$ cat src/rtl/coproc_pkg.sv
// Shared definitions for the matrix coprocessor front end: element geometry,
// ALU opcodes, sequencer states and the flat-bus packing offset.
package coproc_pkg;

    localparam int ELEM_W = 8;
    localparam int MAX_N  = 5;
    localparam int FLAT_W = MAX_N * MAX_N * ELEM_W;

    localparam logic [2:0] OP_NONE = 3'd0;
    localparam logic [2:0] OP_SUM  = 3'd1;
    localparam logic [2:0] OP_SUB  = 3'd2;
    localparam logic [2:0] OP_MUL  = 3'd3;
    localparam logic [2:0] OP_OPP  = 3'd4;
    localparam logic [2:0] OP_TRN  = 3'd5;
    localparam logic [2:0] OP_SCL  = 3'd6;
    localparam logic [2:0] OP_DET  = 3'd7;

    typedef enum logic [2:0] {
        IDLE,
        LOAD_A,
        LOAD_B,
        ISSUE,
        WAIT,
        STREAM,
        RESP
    } state_t;

    // Row stride on the flat bus is always MAX_N, independent of the active size.
    function automatic logic [7:0] elem_offset(input logic [2:0] row, input logic [2:0] col);
        return 8'((32'(row) * MAX_N + 32'(col)) * ELEM_W);
    endfunction

endpackage

$ cat src/rtl/matrix_index_counter.sv
// Row-major (row, col) walker over an n x n matrix; wraps back to (0, 0)
// after the last element so the next phase starts clean.
module matrix_index_counter (
    input  logic       clock,
    input  logic       reset,
    input  logic       clear,
    input  logic       advance,
    input  logic [2:0] size,
    output logic [2:0] row,
    output logic [2:0] col,
    output logic       last
);

    logic [2:0] size_m1;

    assign size_m1 = size - 3'd1;
    assign last    = (row == size_m1) && (col == size_m1);

    always_ff @(posedge clock) begin
        if (reset || clear) begin
            row <= 3'd0;
            col <= 3'd0;
        end else if (advance) begin
            if (last) begin
                row <= 3'd0;
                col <= 3'd0;
            end else if (col == size_m1) begin
                col <= 3'd0;
                row <= row + 3'd1;
            end else begin
                col <= col + 3'd1;
            end
        end
    end

endmodule

$ cat src/rtl/alu_sequencer.sv
// Initiator front end for the matrix ALU: takes a command, packs streamed
// operand bytes onto the flat buses, issues the op and streams the result back.
module alu_sequencer
    import coproc_pkg::*;
#(
    parameter int ALU_LATENCY = 2,
    parameter int DET_TIMEOUT = 64
) (
    input  logic         clock,
    input  logic         reset,
    input  logic         cmd_valid,
    output logic         cmd_ready,
    input  logic [2:0]   cmd_opcode,
    input  logic [2:0]   cmd_matrix_size,
    input  logic [7:0]   cmd_scalar,
    input  logic         in_valid,
    output logic         in_ready,
    input  logic [7:0]   in_data,
    output logic         out_valid,
    input  logic         out_ready,
    output logic [7:0]   out_data,
    output logic         out_last,
    output logic         resp_valid,
    output logic         resp_overflow,
    output logic         resp_error,
    output logic [7:0]   resp_number,
    output logic         busy,
    output logic [2:0]   alu_opcode,
    output logic [2:0]   alu_matrix_size,
    output logic [199:0] alu_A_flat,
    output logic [199:0] alu_B_flat,
    output logic [7:0]   alu_scalar,
    input  logic [199:0] alu_C_flat,
    input  logic [7:0]   alu_number,
    input  logic         alu_overflow_flag,
    input  logic         alu_done
);

    localparam logic [6:0] LAT_LAST = 7'(ALU_LATENCY - 1);
    localparam logic [6:0] LAT      = 7'(ALU_LATENCY);
    localparam logic [6:0] TMO_LAST = 7'(DET_TIMEOUT - 1);

    state_t              state, state_next;
    logic [2:0]          op_r, size_r;
    logic [7:0]          scalar_r;
    logic [FLAT_W-1:0]   a_flat, b_flat, c_flat;
    logic [6:0]          wait_cnt;
    logic                ovf_r, err_r;
    logic [7:0]          num_r;

    logic                idx_adv, idx_last;
    logic [2:0]          idx_row, idx_col;
    logic [7:0]          idx_off;
    logic                cmd_bad, det_window;

    assign cmd_bad    = (cmd_opcode == OP_NONE) || (cmd_matrix_size < 3'd2) || (cmd_matrix_size > 3'd5);
    assign det_window = (wait_cnt >= LAT);
    assign idx_off    = elem_offset(idx_row, idx_col);

    matrix_index_counter u_idx (
        .clock   (clock),
        .reset   (reset),
        .clear   (state == IDLE),
        .advance (idx_adv),
        .size    (size_r),
        .row     (idx_row),
        .col     (idx_col),
        .last    (idx_last)
    );

    always_comb begin
        state_next = state;
        idx_adv    = 1'b0;
        case (state)
            IDLE: begin
                if (cmd_valid) state_next = cmd_bad ? RESP : LOAD_A;
            end
            LOAD_A: begin
                if (in_valid) begin
                    idx_adv = 1'b1;
                    if (idx_last) begin
                        case (op_r)
                            OP_SUM, OP_SUB, OP_MUL:         state_next = LOAD_B;
                            OP_OPP, OP_TRN, OP_SCL, OP_DET: state_next = ISSUE;
                            default:                        state_next = RESP;
                        endcase
                    end
                end
            end
            LOAD_B: begin
                if (in_valid) begin
                    idx_adv = 1'b1;
                    if (idx_last) state_next = ISSUE;
                end
            end
            ISSUE: state_next = WAIT;
            WAIT: begin
                if (op_r == OP_DET) begin
                    // alu_done is ignored until the ALU could plausibly have finished.
                    if ((det_window && alu_done) || (wait_cnt == TMO_LAST)) state_next = RESP;
                end else if (wait_cnt == LAT_LAST) begin
                    state_next = STREAM;
                end
            end
            STREAM: begin
                if (out_ready) begin
                    idx_adv = 1'b1;
                    if (idx_last) state_next = RESP;
                end
            end
            RESP:    state_next = IDLE;
            default: state_next = IDLE;
        endcase
    end

    always_ff @(posedge clock) begin
        if (reset) begin
            state    <= IDLE;
            op_r     <= 3'd0;
            size_r   <= 3'd0;
            scalar_r <= 8'd0;
            a_flat   <= '0;
            b_flat   <= '0;
            c_flat   <= '0;
            wait_cnt <= 7'd0;
            ovf_r    <= 1'b0;
            err_r    <= 1'b0;
            num_r    <= 8'd0;
        end else begin
            state <= state_next;
            case (state)
                IDLE: begin
                    if (cmd_valid) begin
                        op_r     <= cmd_opcode;
                        size_r   <= cmd_matrix_size;
                        scalar_r <= cmd_scalar;
                        a_flat   <= '0;
                        b_flat   <= '0;
                        c_flat   <= '0;
                        ovf_r    <= 1'b0;
                        err_r    <= cmd_bad;
                        num_r    <= 8'd0;
                    end
                end
                LOAD_A: if (in_valid) a_flat[idx_off +: ELEM_W] <= in_data;
                LOAD_B: if (in_valid) b_flat[idx_off +: ELEM_W] <= in_data;
                ISSUE:  wait_cnt <= 7'd0;
                WAIT: begin
                    wait_cnt <= wait_cnt + 7'd1;
                    if (state_next == STREAM) begin
                        c_flat <= alu_C_flat;
                        ovf_r  <= alu_overflow_flag;
                    end
                    if (op_r == OP_DET && state_next == RESP) begin
                        if (det_window && alu_done) begin
                            num_r <= alu_number;
                            ovf_r <= alu_overflow_flag;
                        end else begin
                            err_r <= 1'b1;
                        end
                    end
                end
                default: ;
            endcase
        end
    end

    assign cmd_ready       = (state == IDLE);
    assign busy            = (state != IDLE);
    assign in_ready        = (state == LOAD_A) || (state == LOAD_B);
    assign out_valid       = (state == STREAM);
    assign out_data        = c_flat[idx_off +: ELEM_W];
    assign out_last        = (state == STREAM) && idx_last;
    assign resp_valid      = (state == RESP);
    assign resp_overflow   = ovf_r;
    assign resp_error      = err_r;
    assign resp_number     = num_r;
    assign alu_opcode      = ((state == ISSUE) || (state == WAIT)) ? op_r : 3'd0;
    assign alu_matrix_size = size_r;
    assign alu_A_flat      = a_flat;
    assign alu_B_flat      = b_flat;
    assign alu_scalar      = scalar_r;

endmodule

$ cat config.mk
export PLATFORM = sky130hd
export DESIGN_NAME = alu_sequencer
export DESIGN_NICKNAME = d
export VERILOG_FILES = /design/src/rtl/coproc_pkg.sv /design/src/rtl/matrix_index_counter.sv /design/src/rtl/alu_sequencer.sv
export SDC_FILE = /design/constraint.sdc
export NUM_CORES = 1
export LEC_CHECK = 0
export ABC_AREA = 0
export ABC_CLOCK_PERIOD_IN_PS = 4150
export CAP_MARGIN = 5
export CORE_AREA = 5 5 256 258
export CTS_BUF_LIST = sky130_fd_sc_hd__clkbuf_8
export DETAILED_ROUTE_END_ITERATION = 8
export DIE_AREA = 0 0 261 263
export MAX_ROUTING_LAYER = met4
export PLACE_DENSITY = 0.64
export SLEW_MARGIN = 20
export SYNTH_ARGS = -nofsm -noshare
export SYNTH_HDL_FRONTEND = slang
export SYNTH_SLANG_ARGS = --single-unit
export TNS_END_PERCENT = 1
$ cat constraint.sdc
create_clock -name clock -period 4.15 [get_ports clock]
set_input_delay 0.415 -clock clock [delete_from_list [all_inputs] [get_ports clock]]
set_output_delay 0.415 -clock clock [all_outputs]
set_load 0.01 [all_outputs]
* Word-level counts from Yosys, hierarchy flattened
Cells that the tools add are included.
W data, S select, Z words.
** Cells by class
- Reductions and logical operators :: 29
- Eq/ne operators :: 26
- Mux-type cells :: 44
- $lt $le $gt $ge :: 3
- Shift-type cells :: 3
- Add/sub/neg operators :: 6
- $mul :: 1
** Operators with widths (number)
- $pmux W200 S2 :: 3
- $mux W200 :: 4
- $bwmux W200 :: 2
- $shift A8 B10 Y200 const A :: 1
- $shiftx A200 B9 Y8 :: 1
- $shiftx A8 B10 Y200 :: 1
- $mux W3 :: 16
- $eq A3 B3 Y1 const B :: 9
- $mux W8 :: 3
- $pmux W3 S6 :: 1
- $pmux W8 S2 :: 1
- $ne A2 B2 Y1 const B :: 7
- $pmux W7 S2 :: 1
- $eq A3 B2 Y1 const B :: 4
- $neg A8 Y10 :: 1
- $reduce_bool A2 Y1 :: 5
- $mux W1 :: 9
- $reduce_and A3 Y1 :: 3
- $reduce_and A4 Y1 :: 2
- $add A7 B1 Y7 const B :: 1
- $eq A7 B1 Y1 const B :: 1
- $eq A7 B6 Y1 const B :: 1
- $ge A7 B2 Y1 const B :: 1
- $add A3 B1 Y3 const B :: 2
- other kinds (17) :: 32
** Word-level totals
- Bits of input ports :: 237
- Output and inout bits :: 438
- Flip-flop bits (word level) :: 640
- Word-level logic and storage cells :: 125

* Longest topological paths before layout
- Word-level depth :: 11
- Gate-level depth with buffers :: 15

* Cells and area by module
From an unflattened synthesis, not the netlist that was laid out.
** Unflattened totals
- Cells, all modules :: 2931
- Area, all modules :: 26171.4 sq um
** By module, submodules not included
- alu_sequencer :: times used 1, cells each 2887, area each 25737.2 sq um
- matrix_index_counter :: times used 1, cells each 44, area each 434.2 sq um

* Worst setup path before layout
Ideal clock, no wire load.
- Path type :: reg2reg
- From :: reg u_idx.row[1]
- To :: reg b_flat[192], in the netlist alu_B_flat[192]
- Stages on the path, launching flop included :: 15
- Clock period less this slack :: 3.733 ns
- Required time :: 4.033 ns
- Setup time :: 0.117 ns
- Arrival :: 3.616 ns
- Slack :: 0.417 ns
- Path through :: dfxtp_1 ha_1 ha_1 buf_2 buf_1 clkbuf_1 inv_1 ha_1 clkbuf_1 or2_2 buf_2 nor4_4 o21a_1 nor2_1 a22o_1
** On the way
- Longest elaborated chain between the ends :: 7
- Elaborated cells between the ends (all ways) :: 8
- Those cells by class :: add/sub: 2; mul: 1; shift: 2; mux: 3
** RTL lines
- start, declared :: line matrix_index_counter.sv:9 : output logic [2:0] row,
- start signal, assigned :: line matrix_index_counter.sv:29 : row <= row + 3'd1;
- $mul A3 B3 Y5 (*) :: line coproc_pkg.sv:30 : return 8'((32'(row) * MAX_N + 32'(col)) * ELEM_W);
- $add A5 B3 Y5 (*) :: line coproc_pkg.sv:30
- $neg A8 Y10 (*) :: line alu_sequencer.sv:146 : LOAD_B: if (in_valid) b_flat[idx_off +: ELEM_W] <= in_data;
- $shiftx A8 B10 Y200 or $shift A8 B10 Y200 (tied branches) :: line alu_sequencer.sv:146
- $bwmux W200 (*) :: line alu_sequencer.sv:146
- $mux W200 (*) :: line alu_sequencer.sv:146
- $pmux W200 S2 (*) :: line alu_sequencer.sv:131 : case (state)
- end signal, assigned by index :: line alu_sequencer.sv:146
- end, declared :: line alu_sequencer.sv:46 : logic [FLAT_W-1:0] a_flat, b_flat, c_flat;
Mark *: on every way between the ends. The rest lies on a longest branch, timed or not. The select of a mux whose other input is x is not followed.
A chain may end at the register's enable or synchronous reset.

* Final worst setup path
- From :: reg u_idx.row[0]
- To :: out out_data[5]
** On the way
- Longest elaborated chain between the ends :: 3
** RTL lines
- $mul A3 B3 Y5 :: line coproc_pkg.sv:30
- $add A5 B3 Y5 :: line coproc_pkg.sv:30
- $shiftx A200 B9 Y8 :: line alu_sequencer.sv:172 : assign out_data = c_flat[idx_off +: ELEM_W];
- end, declared :: line alu_sequencer.sv:21 : output logic [7:0] out_data,
No other way between the ends.

==> summary.txt <==
Outcome
  • Outcome: finished clean

Placed design
  • Buffers added on ports: 674
  • DP HPWL: 73400 um
  • GPL Wtd Cong: 0.941

Timing
  • RSZ-0062 raised after global routing: no
  • Final count of hold timing violations: 0
  • Max_slew headroom: 0.294
  • WHS: 0.160 ns
  • Period utilisation layout: 0.956
  • Final setup fails: 0
  • FMAX: 252 MHz
  • Slew Viols, Final: 0
  • Final worst path period need: 3.97 ns
  • Slew @ Worst Pin: 1.06 ns
  • Max Clock Skew: 0.0412 ns

Clocking
  • H-tree depth: 3
  • Clk slew on worst S/H paths: 0.07 ns
  • Hold Buf Count CTS: 0
  • Clock Path Buffers: 3
  • Num CTS Buffers: 101
  • Clk_lat worst skew: 0.73 ns
  • Clock tree sinks: 640
  • Clk root buf: clkbuf_8
  • TritonCTS clock tree: built

GRT
  • Tot GR Track Use: 0.277
  • Via count of the first global-routing pass: 22589
  • Global-route wire length before repair: 144000 um
  • Total congestion overflow: 0
  • Largest net degree at the start of global routing: 145
  • Antenna violations before repair: 7

Pwr
  • Cell area power density: 385 nW/um2
  • Total power: 13.3 mW
  • Leak: 12.1 nW
  • IR drop worst, VDD: 245 uV

Worst setup path
  • Critical Path AT: 3.55 ns
  • Buf/Inv on CP: 2
  • Top Family by Delay on Critical Path: adder cells
  • Crit path launch type: flip-flop
  • Crit end category: primary output
  • Most frequent CP cell: ha_1
  • Crit path max fanout: 9
  • Crit-path cells: ha_1, ha_1, fa_2, xor2_4, buf_12, mux4_2, nor2_1, a21oi_1, dlygate4sd2_1
  • Worst path max stage delay: 0.51 ns
  • Slowest cell on the critical path: mux4_2
  • Worst EP required: 3.73 ns
  • Kind of critical path: reg2out

Synthesis
  • Netlist cell types: 74
  • Simple-Gate Fraction of Synth Area: 0.156
  • Yosys warnings: 0
  • Flip-flop and latch count after synthesis: 640
  • Top post-synthesis cells by area: dfxtp_1 52%, a22o_1 10%, a21oi_1 5.6%, mux4_2 5.1%, nand2_1 4.7%
  • Register area share after synthesis: 0.520
  • Syn Inst Count: 2504
  • Synth Area in Adders: 0.00843
  • Cell taking the most area after synthesis: dfxtp_1
  • Post-Synth XOR/XNOR Area: 0.00609
  • Syn nets: 2757
  • Syn Std Cell Area: 24700 um2
  • Area share of the largest cell type after synthesis: 0.520
  • Largest family of logic cells by synthesized area: compound AO/OA/AOI/OAI gates
  • Mux cell area share after synthesis: 0.0541
  • Post-synth EDFFs: 0
  • FFs w/ async S/R, synth: 0
  • Commonest register cell after synthesis: dfxtp_1
  • Avg Cell Area, Syn: 9.85 um2
  • Compound-Gate Fraction of Synth Area: 0.219

Hold path
  • Worst hold path type: in2reg

Die
  • Chip Height: 263 um
  • Initial Util: 0.393
  • Die W: 261 um
  • Core Area: 62700 um2
  • Die area: 68600 um2
  • Row cnt: 92
  • # IOs: 675

Flow run
  • Max cap viols: 0

Routing
  • Post-route ant nets: 0
  • DRT iter0 DRCs: 2194
  • Via Count: 23054
  • Total wire length: 98300 um
  • DR DRC count: 0
  • Detailed Routing Iterations Pass 1: 8
  • Post-DR vias/cell: 5.62
  • WL/cell: 24.0 um

Cells and area
  • Commonest non-fill, non-tap cell in the layout: clkdlybuf4s50_1
  • Multi-input gate area: 11100 um2
  • Most frequent cells in the layout: 665 x clkdlybuf4s50_1, 638 x dfxtp_1, 305 x nand2_1, 288 x a22o_1, 271 x a21oi_1
  • Register area: 12800 um2
  • Fillers: 5474
  • Share of cells above drive strength 1: 0.110
  • Post-layout nets: 3423
  • Area Overhead vs Synth: 40.4%
==> per-stage QoR <==
| stage | area [um2] | setup WS [ns] | setup TNS [ns] | util | cells |
|---|---|---|---|---|---|
| floorplan | 24700 | 0.417 | 0 | - | 2504 |
| global placement | 32400 | 0.247 | 0 | 0.516 | 3908 |
| detailed placement | 32400 | 0.0836 | 0 | 0.516 | 3908 |
| CTS | 34600 | -0.0170 | -0.0254 | 0.551 | 4091 |
| global route | 34600 | 0.0612 | 0 | 0.552 | 4098 |
| finish | 34600 | 0.184 | 0 | 0.552 | 4099 |
==> sequential cells by signal (all words and copies together), names as in the netlist <==
| signal | count |
|---|---|
| op_r | 3 |
| c_flat | 200 |
| resp_error | 1 |
| alu_A_flat | 200 |
| state | 3 |
| alu_scalar | 8 |
| resp_number | 8 |
| u_idx.col | 3 |
| u_idx.row | 3 |
| alu_B_flat | 200 |
| wait_cnt | 7 |
| resp_overflow | 1 |
| alu_matrix_size | 3 |
==> kinds of logic after synthesis <==
kind of cell,Yosys count
simple gates,801
compound gates,755
flops,640
buf+inv,214
mux,63
fa+ha+maj,16
xor+xnor,15
==> cell usage after synthesis (all sizes together) (2+ instances only) <==
master     n
a21oi    293
o31ai      4
and3b      3
o2bb2ai   39
a31oi     19
and2b      3
mux2i      5
nor2b     12
xnor2     12
and2      17
nor2     104
and3      10
o32ai     21
nand4b     2
nand4      6
a22oi      8
nor3      24
or2        8
a211oi     2
a22o     288
nor4       5
o21a       6
nand3    227
inv       29
a21o       2
ha        15
nand2b    63
o211ai     2
dfxtp    640
o22ai     27
buf       91
mux4      56
or3        4
xor2       3
clkbuf    94
a41oi      2
mux2       2
o21ai     35
nand2    307
==> path summary, 6_finish.rpt <==
check | slack, ns | cells past startpoint | endpoint | start
max | 0.18 | 9 | out_data[5] | u_idx.row[0]
min | 0.16 | 2 | alu_A_flat[4] | reset
max reg2reg | 0.39 | 11 | alu_B_flat[166] | u_idx.row[0]
min reg2reg | 0.45 | 2 | resp_number[0] | resp_number[0]
==> metal layers <==
| metal | GRT usage | up-vias | wire (um) |
|---|---|---|---|
| met5 | - | - | 0 |
| met4 | 0.104 | 0 | 3820 |
| met3 | 0.0504 | 202 | 7720 |
| met2 | 0.469 | 1135 | 48400 |
| met1 | 0.330 | 11224 | 38400 |
| li1 | - | 10493 | - |
==> cell type report <==
cell class / instances / area share
clock buffer: 122 / 0.0485
tap: 846 / 0.0306
timing repair buffer: 748 / 0.216
sequential: 640 / 0.370
antenna: 8 / 0.000578
multi-input combinational: 1650 / 0.320
inverter: 29 / 0.00315
clock inverter: 56 / 0.0111
==> power by group <==
group / switching (mW) / leakage [nW] / total, mW / internal [mW]
Clock: 2.56 / 1.19 / 5.48 / 2.92
Combinational: 1.03 / 5.72 / 1.59 / 0.564
Sequential: 0.0635 / 5.16 / 6.27 / 6.21
Total: 3.64 / 12.1 / 13.3 / 9.70
==> what timing repair did <==
| item | in CTS | in global routing |
|---|---|---|
| endpoints found under the hold margin | 0 | 0 |
| buffers inserted | 5 | 0 |
| setup endpoints to repair | 8 | 2 |
| pin swaps | 4 | 0 |
| gates resized for setup | 25 | 2 |
Note: power is estimated with default switching activity, not from simulation.
